**src/rtl/alu_uart_pkg.sv**
```systemverilog
// Shared definitions for the ALU UART command path: FSM encoding, ASCII constants,
// opcodes shared with the RX parser, and emit-sequencing helpers.
package alu_uart_pkg;

  typedef enum logic [3:0] {
    StIdle     = 4'd0,
    StLatch    = 4'd1,
    StSub100   = 4'd2,
    StSub10    = 4'd3,
    StEmitSign = 4'd4,
    StEmitH    = 4'd5,
    StEmitT    = 4'd6,
    StEmitU    = 4'd7,
    StEmitCr   = 4'd8,
    StEmitLf   = 4'd9,
    StFin      = 4'd10
  } state_e;

  localparam logic [7:0] CHR_ZERO  = 8'h30;
  localparam logic [7:0] CHR_MINUS = 8'h2D;
  localparam logic [7:0] CHR_CR    = 8'h0D;
  localparam logic [7:0] CHR_LF    = 8'h0A;

  localparam logic [7:0] OP_ADD = 8'h2B;
  localparam logic [7:0] OP_SUB = 8'h2D;
  localparam logic [7:0] OP_AND = 8'h26;
  localparam logic [7:0] OP_OR  = 8'h7C;

  function automatic logic is_emit(state_e s);
    return (s >= StEmitSign) && (s <= StEmitLf);
  endfunction

  // Next state after `cur`, skipping emit states whose character is suppressed.
  function automatic state_e next_emit(state_e cur, logic neg, logic hund_nz, logic tens_nz,
                                       logic eol_en);
    if (cur < StEmitSign && neg) return StEmitSign;
    if (cur < StEmitH && hund_nz) return StEmitH;
    if (cur < StEmitT && (hund_nz || tens_nz)) return StEmitT;
    if (cur < StEmitU) return StEmitU;
    if (cur < StEmitCr && eol_en) return StEmitCr;
    if (cur < StEmitLf && eol_en) return StEmitLf;
    return StFin;
  endfunction

  function automatic logic [7:0] emit_char(state_e s, logic [3:0] hund, logic [3:0] tens,
                                           logic [3:0] units);
    case (s)
      StEmitSign: return CHR_MINUS;
      StEmitH:    return CHR_ZERO + {4'd0, hund};
      StEmitT:    return CHR_ZERO + {4'd0, tens};
      StEmitU:    return CHR_ZERO + {4'd0, units};
      StEmitCr:   return CHR_CR;
      StEmitLf:   return CHR_LF;
      default:    return 8'h00;
    endcase
  endfunction

endpackage

```
**src/rtl/alu_result_tx_seq_if.sv**
```systemverilog
// Parser/FIFO-side bundle of the ALU result transmitter.
interface alu_result_tx_seq_if #(
  parameter int unsigned NBIT = 8
);
  logic            START;
  logic [NBIT-1:0] RESULT;
  logic            FIFO_full;
  logic            WR_FIFO;
  logic [7:0]      data_out;
  logic            BUSY;
  logic            DONE;

  modport master (
    output START, RESULT, FIFO_full,
    input  WR_FIFO, data_out, BUSY, DONE
  );

  modport slave (
    input  START, RESULT, FIFO_full,
    output WR_FIFO, data_out, BUSY, DONE
  );
endinterface

```
**src/rtl/bin_to_dec_seq.sv**
```systemverilog
// Sequential two's-complement to sign + three BCD digits converter using
// repeated subtraction of 100 then 10.
module bin_to_dec_seq
  import alu_uart_pkg::*;
#(
  parameter int unsigned NBIT = 8
) (
  input  logic            CLK,
  input  logic            RESET,
  input  logic            start,
  input  logic [NBIT-1:0] value,
  output logic            neg,
  output logic [3:0]      hund,
  output logic [3:0]      tens,
  output logic [3:0]      units,
  output logic            valid
);

  localparam logic [NBIT:0] MagOne     = (NBIT+1)'(1);
  localparam logic [NBIT:0] MagTen     = (NBIT+1)'(10);
  localparam logic [NBIT:0] MagHundred = (NBIT+1)'(100);

  state_e        state_q;
  logic [NBIT:0] mag_q;
  logic [NBIT:0] mag_in;
  logic          neg_q;
  logic [3:0]    hund_q;
  logic [3:0]    tens_q;
  logic          valid_q;

  // Extra magnitude bit so the most negative input (0x80) maps to 128.
  always_comb begin
    mag_in = {1'b0, value};
    if (value[NBIT-1]) mag_in = {1'b0, ~value} + MagOne;
  end

  always_ff @(posedge CLK or posedge RESET) begin
    if (RESET) begin
      state_q <= StIdle;
      mag_q   <= '0;
      neg_q   <= 1'b0;
      hund_q  <= 4'd0;
      tens_q  <= 4'd0;
      valid_q <= 1'b0;
    end else begin
      valid_q <= 1'b0;
      case (state_q)
        StIdle: if (start) state_q <= StLatch;
        StLatch: begin
          neg_q   <= value[NBIT-1];
          mag_q   <= mag_in;
          hund_q  <= 4'd0;
          tens_q  <= 4'd0;
          state_q <= StSub100;
        end
        StSub100: begin
          if (mag_q >= MagHundred) begin
            mag_q  <= mag_q - MagHundred;
            hund_q <= hund_q + 4'd1;
          end else begin
            state_q <= StSub10;
          end
        end
        StSub10: begin
          if (mag_q >= MagTen) begin
            mag_q  <= mag_q - MagTen;
            tens_q <= tens_q + 4'd1;
          end else begin
            valid_q <= 1'b1;
            state_q <= StIdle;
          end
        end
        default: state_q <= StIdle;
      endcase
    end
  end

  assign neg   = neg_q;
  assign hund  = hund_q;
  assign tens  = tens_q;
  assign units = mag_q[3:0];
  assign valid = valid_q;

endmodule

```
**src/rtl/alu_result_tx_seq.sv**
```systemverilog
// Converts a captured ALU result to ASCII decimal and writes it, one character per
// accepted cycle, into the UART TX FIFO, optionally terminated by CR LF.
module alu_result_tx_seq
  import alu_uart_pkg::*;
#(
  parameter int unsigned NBIT   = 8,
  parameter bit          EOL_EN = 1'b1
) (
  input logic                CLK,
  input logic                RESET,
  alu_result_tx_seq_if.slave bus
);

  state_e     state_q;
  state_e     nxt_state;
  logic [7:0] data_q;
  logic       busy_q;
  logic       done_q;
  logic       conv_start;
  logic       conv_valid;
  logic       neg;
  logic [3:0] hund;
  logic [3:0] tens;
  logic [3:0] units;
  logic       wr;

  assign conv_start = (state_q == StIdle) && bus.START;

  bin_to_dec_seq #(
    .NBIT (NBIT)
  ) u_b2d (
    .CLK   (CLK),
    .RESET (RESET),
    .start (conv_start),
    .value (bus.RESULT),
    .neg   (neg),
    .hund  (hund),
    .tens  (tens),
    .units (units),
    .valid (conv_valid)
  );

  always_comb begin
    wr        = is_emit(state_q) && !bus.FIFO_full;
    nxt_state = next_emit(state_q, neg, hund != 4'd0, tens != 4'd0, EOL_EN);
  end

  // StLatch covers the whole conversion; the sub-module walks its own sub-steps.
  always_ff @(posedge CLK or posedge RESET) begin
    if (RESET) begin
      state_q <= StIdle;
      data_q  <= 8'h00;
      busy_q  <= 1'b0;
      done_q  <= 1'b0;
    end else begin
      done_q <= 1'b0;
      case (state_q)
        StIdle: begin
          if (bus.START) begin
            state_q <= StLatch;
            busy_q  <= 1'b1;
          end
        end
        StLatch: begin
          if (conv_valid) begin
            state_q <= nxt_state;
            data_q  <= emit_char(nxt_state, hund, tens, units);
          end
        end
        StEmitSign, StEmitH, StEmitT, StEmitU, StEmitCr, StEmitLf: begin
          if (wr) begin
            state_q <= nxt_state;
            if (nxt_state == StFin) done_q <= 1'b1;
            else data_q <= emit_char(nxt_state, hund, tens, units);
          end
        end
        StFin: begin
          state_q <= StIdle;
          busy_q  <= 1'b0;
        end
        default: state_q <= StIdle;
      endcase
    end
  end

  assign bus.WR_FIFO  = wr;
  assign bus.data_out = data_q;
  assign bus.BUSY     = busy_q;
  assign bus.DONE     = done_q;

endmodule

```
**src/flat_wrapper.sv**
```systemverilog
// flat-port wrapper written by rule: the top's interface ports become plain ports
module alu_result_tx_seq_flat import alu_uart_pkg::*;
#(
  parameter int unsigned NBIT   = 8,
  parameter bit          EOL_EN = 1'b1
)
  (CLK, RESET, bus_START, bus_RESULT, bus_FIFO_full, bus_WR_FIFO, bus_data_out, bus_BUSY, bus_DONE);
  alu_result_tx_seq_if #(.NBIT(NBIT)) bus_i ();
  input logic CLK;
  input logic RESET;
  input wire logic [$bits(bus_i.START)-1:0] bus_START;
  input wire logic [$bits(bus_i.RESULT)-1:0] bus_RESULT;
  input wire logic [$bits(bus_i.FIFO_full)-1:0] bus_FIFO_full;
  output wire logic [$bits(bus_i.WR_FIFO)-1:0] bus_WR_FIFO;
  output wire logic [$bits(bus_i.data_out)-1:0] bus_data_out;
  output wire logic [$bits(bus_i.BUSY)-1:0] bus_BUSY;
  output wire logic [$bits(bus_i.DONE)-1:0] bus_DONE;
  assign bus_i.START = bus_START;
  assign bus_i.RESULT = bus_RESULT;
  assign bus_i.FIFO_full = bus_FIFO_full;
  assign bus_WR_FIFO = bus_i.WR_FIFO;
  assign bus_data_out = bus_i.data_out;
  assign bus_BUSY = bus_i.BUSY;
  assign bus_DONE = bus_i.DONE;
  alu_result_tx_seq #(.NBIT(NBIT), .EOL_EN(EOL_EN)) u_core (.CLK(CLK), .RESET(RESET), .bus(bus_i));
endmodule
```
**config.mk**
```make
export PLATFORM = sky130hd
export DESIGN_NAME = alu_result_tx_seq_flat
export DESIGN_NICKNAME = d
export VERILOG_FILES = /design/src/rtl/alu_uart_pkg.sv /design/src/rtl/alu_result_tx_seq_if.sv /design/src/rtl/bin_to_dec_seq.sv /design/src/rtl/alu_result_tx_seq.sv /design/src/flat_wrapper.sv
export SDC_FILE = /design/constraint.sdc
export NUM_CORES = 1
export LEC_CHECK = 0
export CAP_MARGIN = 20
export CORE_ASPECT_RATIO = 1.25
export CORE_MARGIN = 2
export CORE_UTILIZATION = 40
export CTS_CLUSTER_SIZE = 30
export DETAILED_ROUTE_END_ITERATION = 8
export SLEW_MARGIN = 20
export SYNTH_ARGS = -nofsm -noshare
export SYNTH_HDL_FRONTEND = slang
export SYNTH_SLANG_ARGS = --single-unit
```
**constraint.sdc**
```tcl
create_clock -name CLK -period 2 [get_ports CLK]
set_clock_uncertainty 0.2 [all_clocks]
set_input_delay 0.3 -clock CLK [delete_from_list [all_inputs] [get_ports CLK]]
set_output_delay 0.3 -clock CLK [all_outputs]
set_load 0.1 [all_outputs]
```
# --- Word level (Yosys, flattened, before mapping) ---
# Index checks and enable logic that the tools add are counted.
word_totals:
  regBits: 37
  input_bits: 12
op_classes:
  n_addsub: 8
  n_lt_le_gt_ge: 10
  eq_ne: 27
  muxes: 62
  bitwise_logic: 1
  n_reduce_logical: 25
ops:
  columns: ["cell", "count"]
  rows:
  - ["4-bit 2-to-1 mux", 21]
  - ["8-bit case mux with 6 select lines", 1]
  - ["4-bit by 3-bit == test with 1-bit output (second input constant)", 8]
  - ["1-bit 2-to-1 mux", 27]
  - ["9-bit 2-to-1 mux", 3]
  - ["9-bit case mux with 3 select lines", 1]
  - ["4-bit == test (second input constant)", 6]
  - ["8-bit 2-to-1 mux", 3]
  - ["6-bit by 4-bit adder with 7-bit output (first input constant)", 3]
  - ["4-bit by 3-bit < comparator with 1-bit output (second input constant)", 4]
  - ["2-bit != test (second input constant)", 8]
  - ["4-bit case mux with 2 select lines", 2]
  - ["4-bit case mux with 4 select lines", 1]
  - ["8-bit case mux with 2 select lines", 1]
  - ["4-bit case mux with 3 select lines", 1]
  - ["8-bit by 1-bit adder with 9-bit output (second input constant)", 1]
  - ["9-bit by 4-bit greater-or-equal comparator with 1-bit output (second input constant)", 1]
  - ["9-bit by 7-bit greater-or-equal comparator with 1-bit output (second input constant)", 1]
  - ["3-bit AND reduction", 3]
  - ["9-bit by 4-bit subtractor with 9-bit output (second input constant)", 1]
  - ["9-bit by 7-bit subtractor with 9-bit output (second input constant)", 1]
  - ["4-bit by 1-bit adder with 4-bit output (second input constant)", 2]
  - ["4-bit by 1-bit == test with 1-bit output (second input constant)", 2]
  - ["4-bit by 2-bit == test with 1-bit output (second input constant)", 2]
  - ["other kinds (16)", 29]

# --- Logic depth before layout (Yosys ltp) ---
# Gate-level depths: netlist of the first run.
depth:
  ltp_word: 29
  ltp_mapped: 7
  ltp_nobuf: 7

# --- By module ---
# Synthesis of the first run repeated with hierarchy kept, for this count alone.
unflattened:
  hier_cells: 284
  area_unflattened_um2: 2578.7
by_module_without_submodules:
  columns: ["module", "instances", "cells_per_inst", "area_each_um2"]
  rows:
  - ["bin_to_dec_seq", 1, 174, 1670.4]
  - ["alu_result_tx_seq", 1, 110, 908.4]

# --- Worst setup path after synthesis of the first run ---
# No wires, ideal clock.
synth_path:
  kind: "flip-flop to output port"
  start: "reg u_core.state_q[2]"
  end: "out bus_WR_FIFO"
  arrival_ps: 2235
  required_time_ps: 1500
  slack_ps: -735
  stages_incl_launch_ff: 6
  n_path_buf: 2
  cell_sequence: "dfrtp_1 > buf_2 > buf_2 > nor2b_1 > nor2_1 > nor2_1"
synth_between:
  elab_chain_cells: 3
  word_cells_on_any_way: 4
  classes_between: "order compare: 2; reduce/logical: 2"
synth_rtl:
  columns: ["element", "line_no", "source"]
  rows:
  - ["from (decl)", "alu_result_tx_seq.sv:14", "state_e state_q;"]
  - ["from (signal assigned)", "alu_result_tx_seq.sv:51", "state_q <= StIdle;"]
  - ["from (signal assigned)", "alu_result_tx_seq.sv:60", "state_q <= StLatch;"]
  - ["from (signal assigned)", "alu_result_tx_seq.sv:66", "state_q <= nxt_state;"]
  - ["4-bit by 3-bit greater-or-equal comparator with 1-bit output or 4-bit less-or-equal comparator (tied branches)", "alu_uart_pkg.sv:30", "return (s >= StEmitSign) && (s <= StEmitLf);"]
  - ["1-bit logical AND (*)", "alu_uart_pkg.sv:30", null]
  - ["1-bit logical AND (*)", "alu_result_tx_seq.sv:44", "wr = is_emit(state_q) && !bus.FIFO_full;"]
  - ["to (decl)", "flat_wrapper.sv:14", "output wire logic [$bits(bus_i.WR_FIFO)-1:0] bus_WR_FIFO;"]
# Every way passes the cells marked *; elsewhere a longest branch is shown, timed or not.

# --- Worst setup path after layout of the first run ---
layout_path:
  start: "reg u_core.u_b2d.hund_q[1], in the netlist u_core.u_b2d.hund[1]"
  end: "reg u_core.data_q[0], in the netlist u_core.bus.data_out[0]"
layout_between:
  elab_chain_cells: 19
  word_cells_on_any_way: 35
  classes_between: "eq/ne: 8; mux: 22; reduce/logical: 5"
layout_rtl:
  columns: ["element", "line_no", "source"]
  rows:
  - ["from (decl)", "bin_to_dec_seq.sv:27", "logic [3:0] hund_q;"]
  - ["from (signal assigned)", "bin_to_dec_seq.sv:59", "hund_q <= hund_q + 4'd1;"]
  - ["4-bit nonzero test (*)", "alu_result_tx_seq.sv:45", "nxt_state = next_emit(state_q, neg, hund != 4'd0, tens != 4'd0, EOL_EN);"]
  - ["1-bit logical AND", "alu_uart_pkg.sv:37", "if (cur < StEmitH && hund_nz) return StEmitH;"]
  - ["4-bit 2-to-1 mux (2 in series)", "alu_uart_pkg.sv:37", null]
  - ["4-bit 2-to-1 mux", "alu_uart_pkg.sv:38", "if (cur < StEmitT && (hund_nz || tens_nz)) return StEmitT;"]
  - ["4-bit 2-to-1 mux", "alu_uart_pkg.sv:39", "if (cur < StEmitU) return StEmitU;"]
  - ["4-bit 2-to-1 mux", "alu_uart_pkg.sv:40", "if (cur < StEmitCr && eol_en) return StEmitCr;"]
  - ["4-bit 2-to-1 mux", "alu_uart_pkg.sv:41", "if (cur < StEmitLf && eol_en) return StEmitLf;"]
  - ["4-bit 2-to-1 mux", "alu_uart_pkg.sv:42", "return StFin;"]
  - ["[2 not listed]", null, null]
  - ["4-bit 2-to-1 mux", "alu_uart_pkg.sv:39", null]
  - ["4-bit 2-to-1 mux (*)", "alu_uart_pkg.sv:38", null]
  - ["4-bit 2-to-1 mux (*)", "alu_uart_pkg.sv:37", null]
  - ["4-bit == test or 4-bit by 3-bit == test with 1-bit output (tied branches)", "alu_uart_pkg.sv:47", "case (s)"]
  - ["8-bit case mux with 6 select lines", "alu_uart_pkg.sv:47", null]
  - ["8-bit 2-to-1 mux", "alu_result_tx_seq.sv:73", "if (nxt_state == StFin) done_q <= 1'b1;"]
  - ["8-bit 2-to-1 mux", "alu_result_tx_seq.sv:71", "if (wr) begin"]
  - ["8-bit case mux with 2 select lines", "alu_result_tx_seq.sv:57", "case (state_q)"]
  - ["to (signal assigned)", "alu_result_tx_seq.sv:67", "data_q <= emit_char(nxt_state, hund, tens, units);"]
  - ["to (signal assigned)", "alu_result_tx_seq.sv:74", "else data_q <= emit_char(nxt_state, hund, tens, units);"]
  - ["to (decl)", "alu_result_tx_seq.sv:16", "logic [7:0] data_q;"]
# Every way passes the cells marked *; elsewhere a longest branch is shown, timed or not. The select of a mux whose other input is x is not followed.
# A chain may end at the register's enable or synchronous reset.

==> impl_metrics.ini, run 1 <==
[clocking]
clock_sinks = 33
clkTransAtPathRegs_ns = 0.07
cts-root-buf = clkbuf_8
hold_buffers = 0
clockBufferDepth = 2
cts_max_level = 2
cts_tree = yes
clk-insertion-delay-late_ns = 0.28
cts-buffers-inserted = 5

[placement]
port_buffers = 20
dp_hpwl_mm = 6.04
placed_cell_area_mm2 = 0.00367
dp_slack_ns = -0.371
place.gp.congestion = 0.991

[min_path]
hold_class = input port to async pin

[floorplanning]
placeableCoreArea_mm2 = 0.00648
die_w_um = 76.6
start_util = 0.406
row_count = 33
die_area_mm2 = 0.00725
ios = 23
die_h_um = 94.7

[setup_path]
cp.required_ns = 1.95
r2r-start = u_core.u_b2d.hund[1]
path_max_fanout = 4
cp-startpoint = u_core.u_b2d.hund[1]
endpoint_kind = flop
worstSetupPathType = flop to flop
arrival_ns = 2.14
r2r_setup_slack_ns = -0.18
critical_path.startpoint_type = flop

[yosys]
syn_area_per_cell_um2 = 8.83
syn_inst = 298
ys_warn_count = 0
async_flop_share = 1.00
post-synth-top-count-cell = dfrtp_1
synth_ff_type = dfrtp_1
yosysSeqAreaShare = 0.314
synth_area_leaders = dfrtp_1, ha_1, nor2_1
synth.distinct_cells = 73
synth-edff-count = 0
ys_ff_latch = 33
synthTopCellsByCount = dfrtp_1, nor2_1, nand2_1
yosysTopAreaCellShare = 0.314
netlist_area_mm2 = 0.00263
synth_area_leader_cell = dfrtp_1

[cells_and_area]
multi_input_area_mm2 = 0.00202
num-fill-cells = 526
area_delta_synth_final_pct = 64.1
seqCellArea_um2 = 835
fin_util = 0.666
final_nets = 450
drive_gt1_frac = 0.506
antenna_cells = 0
fin_area_mm2 = 0.00432

[flow_run]
cap_violations = 0

[status]
status = finished, violations left
violations = negative setup slack

[sta]
hold_viol_final = 0
max_freq_mhz = 458
finalSetupTns_ns = -1.77
layout_min_cycle_time_ns = 2.18
finalSetupViolCount = 19
min_period_over_period = 1.09
setup_ws_ns = -0.185
drv_slew = 0
rsz0062_at_grt = true

[drt]
routed_wl_mm = 8.46
ant_nets = 0
drt-vias-per-instance = 5.57
via_count = 2839
wire_per_inst_um = 16.6
drtPass1Iterations = 4
drc = 0
drtIter0Drc = 96

[global_routing]
grt_max_degree = 17
grt_antenna_before_repair = 0
overflow = 0
grt_pass1_wl_mm = 13.1
track_usage = 0.228
grt_pass1_vias = 2822

[power_and_ir_drop]
cellLeakagePower_nw = 1.93
peakVddDrop_mv = 0.828
power_density_mw_per_mm2 = 1900
[report_power, final]
part | switching, mW | internal, mW
clock | 0.250 | 0.273
sequential | 0.298 | 0.964
combinational | 3.22 | 3.21
total | 3.77 | 4.45
[routing by layer]
layer	share of wire	routed length, µm	up-vias	global-route usage
met5	0	0	-	0
met1	0.37	3100	1402	0.229
met3	0.028	239	27	0.0382
li1	-	-	1341	-
met2	0.57	4800	69	0.456
met4	0.038	318	0	0.108
[stage by stage]
step	cells	hold slack [ns]	total power, mW
after floorplan	299	0.171	4.24
after global placement	480	0.324	6.19
after detailed placement	480	0.332	6.27
after CTS	498	0.0854	7.37
after global routing	510	0.120	8.72
final	510	0.0748	8.22
[flip-flops by register name, summed over array words and instances (netlist names)]
signal / count
u_core.u_b2d.mag_q: 9
u_core.bus.data_out: 6
u_core.state_q: 4
u_core.u_b2d.hund: 4
u_core.u_b2d.tens: 4
u_core.u_b2d.state_q: 2
u_core.bus.BUSY: 1
u_core.bus.DONE: 1
u_core.u_b2d.neg: 1
u_core.u_b2d.valid: 1
[layout make-up]
| type | instances | share of cell area |
|---|---|---|
| repair buffers | 131 | 0.275 |
| inverters | 20 | 0.0180 |
| multi-input cells | 232 | 0.468 |
| flip-flops and latches | 33 | 0.193 |
| clock buffers | 7 | 0.0200 |
| well taps | 87 | 0.0252 |
[worst paths after layout]
kind	endpoint	cells after the start
min in group CLK	u_core.bus.data_out[5]	1
min	u_core.u_b2d.state_q[0]	2
max reg2reg	u_core.bus.data_out[0]	8
max in group asynchronous	u_core.state_q[2]	3
min reg2reg	u_core.bus.data_out[5]	1
max	u_core.bus.data_out[0]	8
[cells in the final DEF (no fill, tap or decap), types with 6 or more instances in the layout]
cell / synthesis / routed
nand3_1: 7 / 6
buf_12: 0 / 11
a21oi_1: 9 / 6
ha_1: 15 / 9
dfrtp_1: 33 / 26
clkbuf_8: 0 / 6
dfrtp_2: 0 / 7
xor2_1: 7 / 7
inv_1: 20 / 15
nor2_1: 30 / 26
nand2_1: 23 / 18
nor2b_1: 11 / 7
o21ai_0: 16 / 10
clkdlybuf4s50_1: 0 / 11
buf_6: 1 / 11
nor3_1: 6 / 6
buf_4: 2 / 98
[worst max-delay path, stage by stage (launching register included)]
cell and delay (ns):
dfrtp_1 0.39, inv_2 0.09, ha_4 0.13, or3b_4 0.40, buf_6 0.13, a22o_4 0.24
or2_1 0.24, nand3_2 0.11, a41oi_2 0.12
[cell families after synthesis]
| kind of cell | count (synthesis) | synth area share |
|---|---|---|
| buf+inv | 34 | 0.0570 |
| xor+xnor | 11 | 0.0366 |
| simple gates | 113 | 0.239 |
| mux | 8 | 0.0366 |
| fa+ha+maj | 15 | 0.0713 |
| flops | 33 | 0.314 |
| other cells | 1 | 0.00142 |
| compound gates | 83 | 0.245 |
[repair_timing]
| item | CTS | global route |
|---|---|---|
| resized for setup | 38 | 53 |
| endpoints found under the setup margin | 20 | 23 |
| setup buffers | 11 | 12 |
| pin swaps | 19 | 35 |
Note: power is estimated with default switching activity, not from simulation.
==> run 2, diff against run 1 <==
Settings changed: SLEW_MARGIN 20 to 5.
==> results of run 2 <==
Final layout, timing and power as in run 1 (identical DEF).
==> run 3, diff against run 2 <==
Settings changed: MAX_ROUTING_LAYER set to met4, PLACE_DENSITY set to 0.64.
==> impl_metrics.ini, run 3 (same netlist as run 1, synthesis figures left out) <==
[floorplanning]
row_count = 33
die_w_um = 76.6
ios = 23
die_area_mm2 = 0.00725
start_util = 0.406
die_h_um = 94.7
placeableCoreArea_mm2 = 0.00648

[setup_path]
critical_path_buf_inv_count = 2
worstSetupPathType = flop to flop
cp_top_family = simple AND/OR/NAND/NOR gates
crit_chain = inv_2, ha_4, or4b_4, a22o_4, nor2_4, buf_6, o21ai_2, mux2i_1
cp_slowest_cell = or4b_4
path_max_fanout = 5
max_stage_delay_ns = 0.46
arrival_ns = 2.18
critical_path.startpoint_type = flop
endpoint_kind = flop
cp.required_ns = 2.01

[clocking]
clockBufferDepth = 2
cts-buffers-inserted = 5
cts_tree = yes
hold_buffers = 0
clock_sinks = 33
cts-root-buf = clkbuf_8
clkTransAtPathRegs_ns = 0.07
cts_max_level = 2
clk-insertion-delay-late_ns = 0.28

[drt]
drt-vias-per-instance = 5.45
drc = 0
drtIter0Drc = 117
wire_per_inst_um = 16.2
drtPass1Iterations = 4
via_count = 2716
ant_nets = 0
routed_wl_mm = 8.08

[placement]
port_buffers = 20
placed_cell_area_mm2 = 0.00364
place.gp.congestion = 0.900
dp_hpwl_mm = 5.96

[sta]
finalSetupViolCount = 17
setup_ws_ns = -0.168
rsz0062_at_grt = true
max_freq_mhz = 461
finalSetupTns_ns = -1.57
drv_slew = 0
hold_viol_final = 0
layout_min_cycle_time_ns = 2.17
min_period_over_period = 1.08

[power_and_ir_drop]
power_density_mw_per_mm2 = 1880
cellLeakagePower_nw = 1.83
peakVddDrop_mv = 0.786

[cells_and_area]
final_cell_mix = buf_4, dfrtp_1, nor2_1
num-fill-cells = 525
final_common_cell = buf_4
regMostFlops = u_core.u_b2d.mag_q
antenna_cells = 0
largest_reg_flops = 9
fin_area_mm2 = 0.00412
fin_util = 0.636
area_delta_synth_final_pct = 56.6
drive_gt1_frac = 0.472
final_nets = 437

[flow_run]
cap_violations = 0

[global_routing]
overflow = 0
grt_pass1_vias = 2851
track_usage = 0.233
grt_pass1_wl_mm = 13.0
grt_antenna_before_repair = 0
grt_max_degree = 34

[min_path]
hold_class = input port to async pin

[status]
violations = negative setup slack
status = finished, violations left
-- run 3: cell type report --
type	count	area, µm²	area share
multi-input cells	232	1970	0.477
repair buffers	118	1040	0.251
flip-flops and latches	33	832	0.202
well taps	87	109	0.0264
clock buffers	7	96.3	0.0234
inverters	20	77.6	0.0188
clock inverters	1	5.00	0.00121
-- run 3: worst register-to-register path, delay by kind of cell (launching register included) --
family / cells / cell delay, ns
DFF: 1 / 0.39
AOI/OAI and AO/OA: 2 / 0.35
adders and majority gates: 1 / 0.14
buffers and inverters: 2 / 0.21
and+or+nand+nor: 2 / 0.69
muxes: 1 / 0.13
-- run 3: path summary, 6_finish.rpt --
path                                        start                      to  slack (ns)  depth (start not counted)
min                                         RESET         u_core.bus.DONE        0.23                          3
max                          u_core.u_b2d.hund[1]       u_core.state_q[1]       -0.17                          8
min in group CLK           u_core.bus.data_out[5]  u_core.bus.data_out[5]        0.34                          1
min reg2reg                u_core.bus.data_out[5]  u_core.bus.data_out[5]        0.34                          1
max in group asynchronous                   RESET   u_core.u_b2d.mag_q[2]        1.02                          3
max reg2reg                  u_core.u_b2d.hund[1]       u_core.state_q[1]       -0.17                          8
-- run 3: routing by layer --
layer / vias to the layer above / wire length (µm) / GRT usage
met5: - / 0 / -
met3: 22 / 251 / 0.0258
met4: 0 / 278 / 0.103
met1: 1303 / 2990 / 0.223
li1: 1312 / - / -
met2: 79 / 4560 / 0.467
-- run 3: timing repair --
action                     CTS  global route
setup endpoints to repair   23            23
pin swaps                   18            18
setup buffers                8             5
resized for setup           40            31
-- run 3: per-stage QoR --
step	worst slack [ns]	hold WS [ns]	cells	total power [mW]
2_1_floorplan	-0.138	0.171	299	4.24
3_3_place_gp	-0.298	0.328	478	6.16
3_5_place_dp	-0.383	0.333	478	6.25
4_1_cts	-0.189	0.251	493	7.32
5_1_grt	-0.243	0.295	498	8.22
6_report	-0.168	0.229	498	7.74
-- run 3: report_power, final --
part           leakage, nW  internal, mW  switching, mW
combinational         1.37          2.86           3.04
clock               0.0542         0.311          0.249
sequential           0.405         0.960          0.310
total                 1.83          4.14           3.60
